<file path="src/rtl/manch_pkg.sv">
// Shared definitions for the Manchester link.
//   manch_state_e    : receiver tracking state (StHunt, StTrack).
//   manch_fullbaud() : clock cycles per line bit, CLK_FREQ / BAUDRATE.
//   manch_q()        : quarter-bit, shortest legal interval to a boundary edge.
//   manch_long_min() : shortest accepted mid-bit to mid-bit interval (3/4 bit).
//   manch_long_max() : longest accepted mid-bit to mid-bit interval (5/4 bit).
// All helpers use integer division so the encoder and decoder agree exactly.
package manch_pkg;

    typedef enum logic {
        StHunt  = 1'b0,
        StTrack = 1'b1
    } manch_state_e;

    function automatic int unsigned manch_fullbaud(input int unsigned clk_freq,
                                                   input int unsigned baudrate);
        return clk_freq / baudrate;
    endfunction

    function automatic int unsigned manch_q(input int unsigned fullbaud);
        return fullbaud / 4;
    endfunction

    function automatic int unsigned manch_long_min(input int unsigned fullbaud);
        return (fullbaud * 3) / 4;
    endfunction

    function automatic int unsigned manch_long_max(input int unsigned fullbaud);
        return (fullbaud * 5) / 4;
    endfunction

endpackage

</file>
<file path="src/rtl/manch_rx_sync.sv">
// Receive front end for the Manchester decoder.
// Brings the asynchronous line into the clk domain through two flops, optionally
// cleans it with a 3-sample majority filter, and flags level changes.
// Build option: define MANCH_GLITCH_FILTER_EN to insert the majority filter
// (suppresses single-cycle glitches, adds 2 cycles of latency).
// Ports:
//   clk      : clock, all logic on posedge
//   rst_n    : asynchronous active-low reset, all flops clear to 0
//   rx_i     : raw asynchronous line
//   level_o  : cleaned, synchronised line level
//   edge_o   : high for one cycle when level_o differs from its previous value
module manch_rx_sync (
    input  logic clk,
    input  logic rst_n,
    input  logic rx_i,
    output logic level_o,
    output logic edge_o
);

    logic sync1_q, sync2_q;
    logic prev_q;
    logic level_w;

    always_ff @(posedge clk or negedge rst_n) begin
        if (!rst_n) begin
            sync1_q <= 1'b0;
            sync2_q <= 1'b0;
        end else begin
            sync1_q <= rx_i;
            sync2_q <= sync1_q;
        end
    end

`ifdef MANCH_GLITCH_FILTER_EN
    logic hist1_q, hist2_q;
    logic filt_d, filt_q;

    // Two of the last three synchronised samples must agree before the level moves.
    always_comb begin
        filt_d = (sync2_q & hist1_q) | (sync2_q & hist2_q) | (hist1_q & hist2_q);
    end

    always_ff @(posedge clk or negedge rst_n) begin
        if (!rst_n) begin
            hist1_q <= 1'b0;
            hist2_q <= 1'b0;
            filt_q  <= 1'b0;
        end else begin
            hist1_q <= sync2_q;
            hist2_q <= hist1_q;
            filt_q  <= filt_d;
        end
    end

    assign level_w = filt_q;
`else
    assign level_w = sync2_q;
`endif

    always_ff @(posedge clk or negedge rst_n) begin
        if (!rst_n) begin
            prev_q <= 1'b0;
        end else begin
            prev_q <= level_w;
        end
    end

    assign level_o = level_w;
    assign edge_o  = level_w ^ prev_q;

endmodule

</file>
<file path="src/rtl/manch_decoder.sv">
// Manchester receiver (bit 1 = low-then-high, bit 0 = high-then-low).
// Measures the interval between line edges, locks onto mid-bit transitions and
// emits one recovered bit per mid-bit edge. Boundary edges between equal bits are
// tolerated once per bit; any other timing is a coding violation that drops lock.
// Build option: MANCH_GLITCH_FILTER_EN (see manch_rx_sync) adds a majority filter.
// Ports:
//   clk      : clock, all logic on posedge
//   rst_n    : asynchronous active-low reset
//   rx_manch : asynchronous Manchester line
//   rx_data  : last recovered bit, held until the next one
//   rx_valid : one-cycle pulse per recovered bit
//   locked   : high while tracking mid-bit transitions
//   code_err : one-cycle pulse on a coding violation
module manch_decoder
    import manch_pkg::*;
#(
    parameter int unsigned BAUDRATE = 115200,
    parameter int unsigned CLK_FREQ = 18_750_000
) (
    input  logic clk,
    input  logic rst_n,
    input  logic rx_manch,
    output logic rx_data,
    output logic rx_valid,
    output logic locked,
    output logic code_err
);

    localparam int unsigned FullBaud = manch_fullbaud(CLK_FREQ, BAUDRATE);
    localparam int unsigned QCycles  = manch_q(FullBaud);
    localparam int unsigned LongMin  = manch_long_min(FullBaud);
    localparam int unsigned LongMax  = manch_long_max(FullBaud);
    localparam int unsigned CntW     = $clog2(LongMax + 2);

    localparam logic [CntW-1:0] CntQ       = CntW'(QCycles);
    localparam logic [CntW-1:0] CntLongMin = CntW'(LongMin);
    localparam logic [CntW-1:0] CntLongMax = CntW'(LongMax);
    localparam logic [CntW-1:0] CntSat     = CntW'(LongMax + 1);

    logic level_w, edge_w;

    manch_rx_sync u_sync (
        .clk     (clk),
        .rst_n   (rst_n),
        .rx_i    (rx_manch),
        .level_o (level_w),
        .edge_o  (edge_w)
    );

    manch_state_e    state_d, state_q;
    logic [CntW-1:0] cnt_d, cnt_q;
    logic            bnd_d, bnd_q;     // boundary edge already seen in this bit
    logic            data_d, data_q;
    logic            valid_d, valid_q;
    logic            err_d, err_q;
    logic            in_win;
    logic            mid, viol;

    assign in_win = (cnt_q >= CntLongMin) && (cnt_q <= CntLongMax);

    always_comb begin
        state_d = state_q;
        cnt_d   = cnt_q;
        bnd_d   = bnd_q;
        data_d  = data_q;
        valid_d = 1'b0;
        err_d   = 1'b0;
        mid     = 1'b0;
        viol    = 1'b0;

        if (cnt_q != CntSat) begin
            cnt_d = cnt_q + CntW'(1);
        end

        case (state_q)
            StHunt: begin
                // Any edge restarts the measurement; only a full-period gap locks.
                if (edge_w) begin
                    cnt_d = '0;
                    mid   = in_win;
                end
            end
            StTrack: begin
                // Saturation wins over a coincident edge: the bit is already overdue.
                if (cnt_q == CntSat) begin
                    viol = 1'b1;
                end else if (edge_w) begin
                    if (cnt_q < CntQ) begin
                        viol = 1'b1;
                    end else if (cnt_q < CntLongMin) begin
                        if (bnd_q) begin
                            viol = 1'b1;
                        end else begin
                            bnd_d = 1'b1;
                        end
                    end else begin
                        mid = 1'b1;
                    end
                end
            end
            default: begin
                state_d = StHunt;
            end
        endcase

        if (mid) begin
            state_d = StTrack;
            cnt_d   = '0;
            bnd_d   = 1'b0;
            data_d  = level_w;
            valid_d = 1'b1;
        end

        if (viol) begin
            state_d = StHunt;
            cnt_d   = '0;
            bnd_d   = 1'b0;
            err_d   = 1'b1;
        end
    end

    always_ff @(posedge clk or negedge rst_n) begin
        if (!rst_n) begin
            state_q <= StHunt;
            cnt_q   <= '0;
            bnd_q   <= 1'b0;
            data_q  <= 1'b0;
            valid_q <= 1'b0;
            err_q   <= 1'b0;
        end else begin
            state_q <= state_d;
            cnt_q   <= cnt_d;
            bnd_q   <= bnd_d;
            data_q  <= data_d;
            valid_q <= valid_d;
            err_q   <= err_d;
        end
    end

    assign rx_data  = data_q;
    assign rx_valid = valid_q;
    assign locked   = (state_q == StTrack);
    assign code_err = err_q;

endmodule

</file>
<file path="config.mk">
export PLATFORM = sky130hd
export DESIGN_NAME = manch_decoder
export DESIGN_NICKNAME = d
export VERILOG_FILES = /design/src/rtl/manch_pkg.sv /design/src/rtl/manch_rx_sync.sv /design/src/rtl/manch_decoder.sv
export SDC_FILE = /design/constraint.sdc
export NUM_CORES = 1
export LEC_CHECK = 0
export CAP_MARGIN = 20
export CELL_PAD_IN_SITES_DETAIL_PLACEMENT = 0
export CELL_PAD_IN_SITES_GLOBAL_PLACEMENT = 2
export CORE_MARGIN = 1.5
export CORE_UTILIZATION = 38
export DETAILED_ROUTE_END_ITERATION = 16
export PLACE_DENSITY = 0.91
export SKIP_LAST_GASP = 1
export SYNTH_ARGS = -nofsm -noshare
export SYNTH_HDL_FRONTEND = slang
export SYNTH_HIERARCHICAL = 1
export SYNTH_SLANG_ARGS = --single-unit
</file>
<file path="constraint.sdc">
create_clock -name clk -period 4.65 [get_ports clk]
set_input_delay 0.6975 -clock clk [delete_from_list [all_inputs] [get_ports clk]]
set_output_delay 0.6975 -clock clk [all_outputs]
set_load 0.005 [all_outputs]
</file>
==> results of run 1 <==
-- registers in the layout (all words and copies together) (netlist names) --
register	flops
cnt_q	8
rx_valid	1
bnd_q	1
rx_data	1
locked	1
u_sync/prev_q	1
u_sync/sync1_q	1
u_sync/level_o	1
code_err	1
-- worst paths after layout --
path                                 from             end  slack [ns]  depth (start not counted)
setup / recovery                 cnt_q[1]        cnt_q[2]        2.59                          6
hold / removal             u_sync/sync1_q  u_sync/level_o        0.36                          0
setup reg to reg                 cnt_q[1]        cnt_q[2]        2.59                          6
hold reg to reg            u_sync/sync1_q  u_sync/level_o        0.36                          0
max in group asynchronous           rst_n        cnt_q[3]        3.39                          1
min in group asynchronous           rst_n           bnd_q        0.82                          1
-- area by class of cell --
| type | instances | area [sq um] | share of cell area |
|---|---|---|---|
| multi-input cells | 61 | 423 | 0.437 |
| flip-flops and latches | 16 | 400 | 0.413 |
| repair buffers | 6 | 60.1 | 0.0620 |
| clock buffers | 4 | 36.3 | 0.0375 |
| well taps | 27 | 33.8 | 0.0349 |
| inverters | 4 | 15.0 | 0.0155 |
-- placed cells by master (no fill, tap or decap), types with 2 or more instances in the layout --
| master | instances |
|---|---|
| nand2_1 | 4 |
| xnor2_1 | 4 |
| dfrtp_1 | 16 |
| clkdlybuf4s50_1 | 6 |
| o21a_1 | 2 |
| inv_1 | 4 |
| a21oi_1 | 2 |
| nor2_1 | 13 |
| o21ai_2 | 2 |
| clkbuf_4 | 3 |
| nand3_1 | 5 |
| ha_1 | 4 |
| xor2_1 | 4 |
-- critical path: stages (launching register included) --
cell	delay (ns)
dfrtp_1	0.43
ha_1	0.22
or4b_1	0.46
nor2_1	0.26
o21ai_1	0.15
o21ai_2	0.31
nor3_1	0.11
-- cell families (layout without fill, tap and decap cells) --
kind of cell    after synthesis  after routing
xor+xnor                      8              8
mux                           1              1
fa+ha+maj                     4              4
simple gates                 34             34
compound gates               14             14
flops                        16             16
buf+inv                       5             14
-- power groups by stage --
stage                     Sequential, mW  Clock [mW]  Combinational (mW)
after CTS                          0.152      0.0937              0.0361
after global placement             0.154           0              0.0363
after detailed placement           0.154           0              0.0357
final                              0.152      0.0897              0.0359
after global routing               0.153       0.101              0.0411
after floorplan                    0.153           0              0.0248
-- per-layer routing --
layer | vias up | wire, um
met5 | - | 0
met4 | 0 | 10
met3 | 2 | 34
met2 | 5 | 672
met1 | 280 | 765
li1 | 306 | -
-- per-stage QoR --
step                      std cells  worst slack (ns)
after floorplan                  82              2.78
after global placement          114              2.65
after detailed placement        114              2.59
after CTS                       118              2.57
after global routing            118              2.42
final                           118              2.59
==> impl_metrics.toml, run 1 <==
[sta]
finalSetupTns_ns = 0
min_period_ns = 2.06
fin_crit_sh = 0.443
tightest_slew_ns = 0.685
hold_violations = 0
rsz0062_at_grt = "false"
hold_ws_ns = 0.359
setup_viol = 0
drv_slew = 0
fin_skew_ns = 0.00743
fmax_mhz = 485
maxSlewHeadroom = 0.542

[floorplan]
rows = 16
die_h_um = 50.1
initial_core_util = 0.417
die_area_sq_um = 2510
top_level_ports = 7
core_area_sq_um = 2020
die_width_um = 50.1

[run_status]
outcome = "completed"

[route]
drtAntennaViolNets = 0
wl_per_cell_um = 12.6
drt-initial-drc-count = 11
drt-pass1-iter-count = 4
route.detailed.drc = 0
drt_wl_total_um = 1480
drt-vias-per-instance = 5.03
vias = 593

[yosys]
synth.most_common_cell = "dfrtp_1"
synth_fp_nets = 89
synth_area_leaders = "dfrtp_1 47%, ha_1 5.9%, nor2_1 5.8%, xnor2_1 4.2%, xor2_1 4.2%"
synth-compound-area-share = 0.129
synthAdderAreaFrac = 0.0593
synth_top_cell_by_area = "dfrtp_1"
synth-main-ff-cell = "dfrtp_1"
synthesis.area_sq_um = 843
ys_types = 33
yosys.area_share.simple = 0.212
synthXorXnorAreaFrac = 0.0831
yosys_register_bits = 16
netlist.area_leader.share = 0.475
synth_commonest_cells = "16 x dfrtp_1, 13 x nor2_1, 5 x nand3_1"
syn_area_per_cell_sq_um = 10.3
synthMuxAreaShare = 0.0178
synth-async-reset-ratio = 1.00
synth_edf_count = 0
seq_area_frac_synth = 0.475
ys_warn_count = 6
synth_top_family_by_area = "simple AND/OR/NAND/NOR gates"
netlist_instances = 82

[pwr]
swShare = 0.254
seq_power_share = 0.547
p_switching_uw = 70.6
clkPwrFrac = 0.324
p_per_area_nw_per_um2 = 286
intPower_uw = 207
p_leak_nw = 0.395
p_comb_frac = 0.130
p_total_uw = 277
peakVddDrop_mv = 0.162

[finish]
antenna_cells = 0
fin_area_sq_um = 968
areaGrowthSynthToFinish_pct = 14.8
nFillCells = 197
drive_above_1_share = 0.121
final_util = 0.479
nets = 99

[worst_setup_path]
end_kind = "flop"
crit_type = "flop to flop"
crit_path_start_kind = "flop"
worst_ep_required_time_ns = 4.81
crit_fanout = 8
cp_data_arrival_time_ns = 2.22

[clock_tree]
clockBufferDepth = 2
cts_buffers = 3
cts.sinks = 16
cts_setup_buffers = 0
cts_tree = "yes"
path_clk_slew_ns = 0.10
cts-resized-gates = 0
cts_hold_buf = 0
clkLatencyLatePin_ns = 0.28
cts_root_buf = "clkbuf_4"
htree_levels = 1

[global_route]
antenna_found_initial = 0
gr-usage-all-layers = 0.143
grt_util_met3 = 0.0273
use_met2 = 0.195
overflow = 0
grt_max_degree = 17
grt_use_met1 = 0.218
grt_pass1_wl_um = 2700
busiest_layer = "met1"
grt_pass1_vias = 568

[min_path]
hold_class = "flop to flop"

[run]
drv_cap = 0

[placement]
place_congestion = 0.820
place_area_sq_um = 932
place.detailed.hpwl_um = 1140
io_buffers = 6
(Power assumes the default switching activity.)
==> run 2, diff against run 1 <==
- CORE_UTILIZATION: 38 -> 32
- PLACE_DENSITY: 0.91 -> 0.83
- clock period: 4.65 -> 1.8 ns (I/O delays scaled with it)
==> run 2 against run 1 <==
The run now ends with setup timing left; non-clock buffer count grew 22; utilization fell by 0.17 points; clock power grew to 2.7 times the previous value; largest cell class unchanged.
==> impl_metrics.toml, run 2 (synthesized netlist as in run 1, its figures left out) <==
[pwr]
p_switching_uw = 213
p_comb_frac = 0.209
peakVddDrop_mv = 0.320
p_per_area_nw_per_um2 = 669
p_leak_nw = 0.520
seq_power_share = 0.484
clkPwrFrac = 0.307
p_total_uw = 792
intPower_uw = 579
swShare = 0.269

[placement]
place.detailed.hpwl_um = 1350
io_buffers = 6
place_congestion = 0.744
place_ws_ns = -0.0583
place_area_sq_um = 1090
placed_cells = 137

[finish]
largest_register_ffs = 8
regMostFlops = "cnt_q"
final_util = 0.477
drive_above_1_share = 0.381
areaGrowthSynthToFinish_pct = 40.2
finalNonFillerCells = 143
antenna_cells = 0
nets = 121
mostFrequentLayoutCells = "21 x buf_4, 16 x dfrtp_1, 12 x nor2_1, 6 x clkdlybuf4s50_1"
fin_area_sq_um = 1180
mostFrequentLayoutCell = "buf_4"

[worst_setup_path]
crit_type = "flop to flop"
worst_ep_required_time_ns = 1.98
reg2regPathDepth = 6
r2r_start = "cnt_q[1]"
r2r_end = "rx_data"
cp_data_arrival_time_ns = 2.08
crit_path_start_kind = "flop"
cp_slowest_cell = "or4b_4"
end_kind = "flop"
cp_slowest_stage_delay_ns = 0.48
endpoint = "rx_data"
crit_start = "cnt_q[1]"
cp_num_cells = 6
path_cells = "ha_2 -> or4b_4 -> or2_4 -> o2111ai_2 -> o21ai_2 -> mux2_4"
crit_fanout = 4
crit_family = "simple AND/OR/NAND/NOR gates"
r2r_setup_slack_ns = -0.1
path_buf_inv = 0

[clock_tree]
path_clk_slew_ns = 0.10
cts_tree = "yes"
cts_buffers = 3
cts.sinks = 16
clkLatencyLatePin_ns = 0.28
cts_hold_buf = 0
htree_levels = 1
clockBufferDepth = 2
cts_root_buf = "clkbuf_4"

[global_route]
overflow = 0
grt_pass1_vias = 645
grt_max_degree = 17
gr-usage-all-layers = 0.142
grt_pass1_wl_um = 2940
antenna_found_initial = 0

[floorplan]
die_width_um = 54.3
die_area_sq_um = 2950
rows = 18
initial_core_util = 0.340
die_h_um = 54.3
core_area_sq_um = 2480
top_level_ports = 7

[route]
drt_wl_total_um = 1910
drt-initial-drc-count = 16
top_layer = "met4"
route.met2.wl_um = 952
vias = 717
dr_wl_met3_um = 45
drt-pass1-iter-count = 4
wl_per_cell_um = 13.3
drt-vias-per-instance = 5.01
route.detailed.drc = 0
wl_met1_um = 885
drtAntennaViolNets = 0

[sta]
finalSetupTns_ns = -0.0997
drv_slew = 0
fin_crit_sh = 1.06
fin_skew_ns = 0.000564
hold_ws_ns = 0.295
setup_viol = 1
setup_ws_ns = -0.0997
min_period_ns = 1.90
tightest_slew_ns = 0.319
fmax_mhz = 526
maxSlewHeadroom = 0.787
rsz0062_at_grt = "true"
hold_violations = 0

[run]
drv_cap = 0

[min_path]
hold_class = "primary input to async pin"

[run_status]
violations = "setup timing"
outcome = "complete, but fails checks"
## run 2: cell types whose count changed in the layout (fill, tap and decap cells not counted), moves of 2 or more
cell / before / now
inv_2: 0 / 2
buf_4: 0 / 21
or4b_4: 0 / 2
inv_1: 4 / 2
## run 2: how the worst min path moves through the flow
| stage | startpoint | end | slack [ns] | cells past startpoint |
|---|---|---|---|---|
| 2_1_floorplan | rst_n | bnd_q | -0.03 | 0 |
| 5_1_grt | rst_n | code_err | 0.31 | 2 |
| 6_report | rst_n | code_err | 0.29 | 2 |
| 3_5_place_dp | u_sync/sync1_q | u_sync/level_o | 0.35 | 0 |
| 4_1_cts | rst_n | u_sync/level_o | 0.30 | 2 |
| 3_3_place_gp | u_sync/sync1_q | u_sync/level_o | 0.34 | 0 |
## run 2: routing by layer
metal / vias up / global-route usage
li1: 350 / -
met1: 353 / 0.180
met2: 10 / 0.229
met3: 4 / 0.0246
met4: 0 / 0.0750
met5: - / 0
## run 2: layout make-up
cell class | count | area, sq um
Fill cell | 254 | 1290
Tap cell | 30 | 37.5
Inverter | 4 | 15.0
Timing Repair Buffer | 28 | 229
Sequential cell | 16 | 400
Clock buffer | 4 | 36.3
Multi-Input combinational cell | 61 | 464
## run 2: power groups by stage
stage	clock, mW	sequential, mW	combinational (mW)
after floorplan	0	0.395	0.0640
after global placement	0	0.388	0.149
after detailed placement	0	0.390	0.148
after CTS	0.250	0.383	0.156
after global routing	0.270	0.385	0.184
final	0.243	0.384	0.165
## run 2: worst reg2reg max path: cells and delay by family, from the launching register on
family	cells	cell delay, ns
AOI/OAI and AO/OA	2	0.17
adders and majority gates	1	0.19
DFF	1	0.39
muxes	1	0.30
and+or+nand+nor	2	0.75
## run 2: repair_timing
item,in CTS,in global routing
buffers inserted,0,2
endpoints found under the setup margin,10,10
resized for setup,6,8
pin swaps,1,1
==> run 3, diff against run 2 <==
- CORE_UTILIZATION: 32 -> 34
- CTS_BUF_LIST: unset -> sky130_fd_sc_hd__clkbuf_8
- PLACE_DENSITY: 0.83 -> 0.86
==> run 3 against run 2 <==
The flow still finishes with violations (setup timing); clock power is 30% higher; flip-flop and latch count stayed put; sequential share of layout area is 1.2 points lower; global-route usage is 2.7 points higher; non-clock buffer count is 2 higher; combinational power is 13% higher; clock-buffer cell count stayed put; cell count stayed put; first-iteration DRC count is 13% lower; register-to-register slack hardly changed; fmax is 0.29% lower; routed wire length is 5.1% higher.
==> impl_metrics.toml, run 3 (synthesized netlist as in run 1, its figures left out) <==
[pwr]
intPower_uw = 663
p_switching_uw = 225
peakVddDrop_mv = 0.777
swShare = 0.254
p_per_area_nw_per_um2 = 724
p_comb_frac = 0.211
seq_power_share = 0.432
clkPwrFrac = 0.357
p_leak_nw = 0.545

[clock_tree]
cts_hold_buf = 0
htree_levels = 1
clockBufferDepth = 2
cts_buffers = 3
path_clk_slew_ns = 0.06
clkLatencyLatePin_ns = 0.25
cts.sinks = 16
cts_tree = "yes"
cts_root_buf = "clkbuf_8"

[sta]
setup_viol = 8
hold_violations = 0
rsz0062_at_grt = "true"
fin_crit_sh = 1.06
min_period_ns = 1.91
fin_skew_ns = 0.00219
setup_ws_ns = -0.105
maxSlewHeadroom = 0.780
drv_slew = 0
tightest_slew_ns = 0.330
fmax_mhz = 525

[worst_setup_path]
reg2regPathDepth = 6
r2r_setup_slack_ns = -0.11
crit_type = "flop to flop"
worst_ep_required_time_ns = 1.94
cp_slowest_stage_delay_ns = 0.48
crit_path_start_kind = "flop"
cp_slowest_cell = "or4b_4"
end_kind = "flop"
crit_family = "simple AND/OR/NAND/NOR gates"
r2r_start = "cnt_q[1]"
r2r_end = "rx_data"
path_buf_inv = 0
crit_fanout = 4
path_cells = "ha_2 -> or4b_4 -> or2_4 -> o2111ai_2 -> o21ai_2 -> mux2_4"
cp_data_arrival_time_ns = 2.04

[floorplan]
initial_core_util = 0.371
rows = 17
core_area_sq_um = 2280
die_area_sq_um = 2790
top_level_ports = 7
die_width_um = 52.8
die_h_um = 52.8

[route]
wl_per_cell_um = 14.0
vias = 698
route.detailed.drc = 0
drtAntennaViolNets = 0
drt-vias-per-instance = 4.88
drt_wl_total_um = 2010
drt-pass1-iter-count = 4
drt-initial-drc-count = 14

[finish]
regMostFlops = "cnt_q"
largest_register_ffs = 8
drive_above_1_share = 0.417
mostFrequentLayoutCells = "24 x buf_4, 16 x dfrtp_1, 12 x nor2_1, 6 x clkdlybuf4s50_1"
finalNonFillerCells = 143
antenna_cells = 0
mostFrequentLayoutCell = "buf_4"
areaGrowthSynthToFinish_pct = 45.4
nets = 123

[global_route]
grt_pass1_wl_um = 3280
gr-usage-all-layers = 0.169
antenna_found_initial = 0
grt_max_degree = 17
overflow = 0
grt_pass1_vias = 718

[placement]
place_ws_ns = -0.105
place_congestion = 0.758
place.detailed.hpwl_um = 1380
io_buffers = 6
placed_cells = 137

[min_path]
hold_class = "primary input to async pin"

[run_status]
outcome = "complete, but fails checks"
violations = "setup timing"

[run]
drv_cap = 0
run 3: layout make-up:
type                       count  area [sq um]
multi-input combinational     61           478
clock buffer                   4          55.1
sequential                    16           400
timing repair buffer          30           240
fill                         220          1050
inverter                       4          17.5
tap                           28          35.0
run 3: per-stage QoR:
| step | hold slack (ns) | total power, mW | utilization | setup TNS (ns) | cell area (sq um) |
|---|---|---|---|---|---|
| after floorplan | -0.0256 | 0.459 | - | -0.369 | 843 |
| after global placement | 0.335 | 0.545 | 0.483 | -0.0520 | 1100 |
| after detailed placement | 0.335 | 0.552 | 0.483 | -0.227 | 1100 |
| after CTS | 0.334 | 0.895 | 0.523 | -0.0619 | 1190 |
| after global routing | 0.352 | 0.942 | 0.539 | -1.23 | 1230 |
| final | 0.334 | 0.888 | 0.539 | -0.218 | 1230 |
run 3: worst reg2reg max path: stages, from the launching register on:
cell and delay (ns):
dfrtp_1 0.38, ha_2 0.20, or4b_4 0.48, or2_4 0.27, o2111ai_2 0.07, o21ai_2 0.10
mux2_4 0.30
run 3: metal layers:
metal,vias to the layer above,wire length [um],track usage
met1,330,846,0.182
met4,0,45,0.0641
li1,351,-,-
met3,6,61,0.0514
met5,-,0,0
met2,11,1050,0.304
run 3: repair_timing:
item	4_1_cts	5_1_grt
endpoints found under the setup margin	10	10
gates resized for setup	11	6
buffers inserted	0	2
pin swaps	3	2
run 3: worst max path at each step:
stage / start / end / slack, ns / cells past startpoint
after global placement: cnt_q[0] / rx_data / -0.02 / 8
after global routing: cnt_q[1] / rx_data / -0.16 / 6
after detailed placement: cnt_q[0] / cnt_q[2] / -0.11 / 9
after CTS: cnt_q[1] / rx_data / -0.04 / 6
after floorplan: cnt_q[1] / rx_data / -0.07 / 6
final: cnt_q[1] / rx_data / -0.11 / 6
run 3: power by group through the flow:
stage	clock network [mW]	logic (mW)	registers (mW)
floorplan	0	0.0640	0.395
global placement	0	0.158	0.387
detailed placement	0	0.163	0.389
CTS	0.331	0.182	0.382
global route	0.350	0.206	0.386
finish	0.317	0.187	0.384
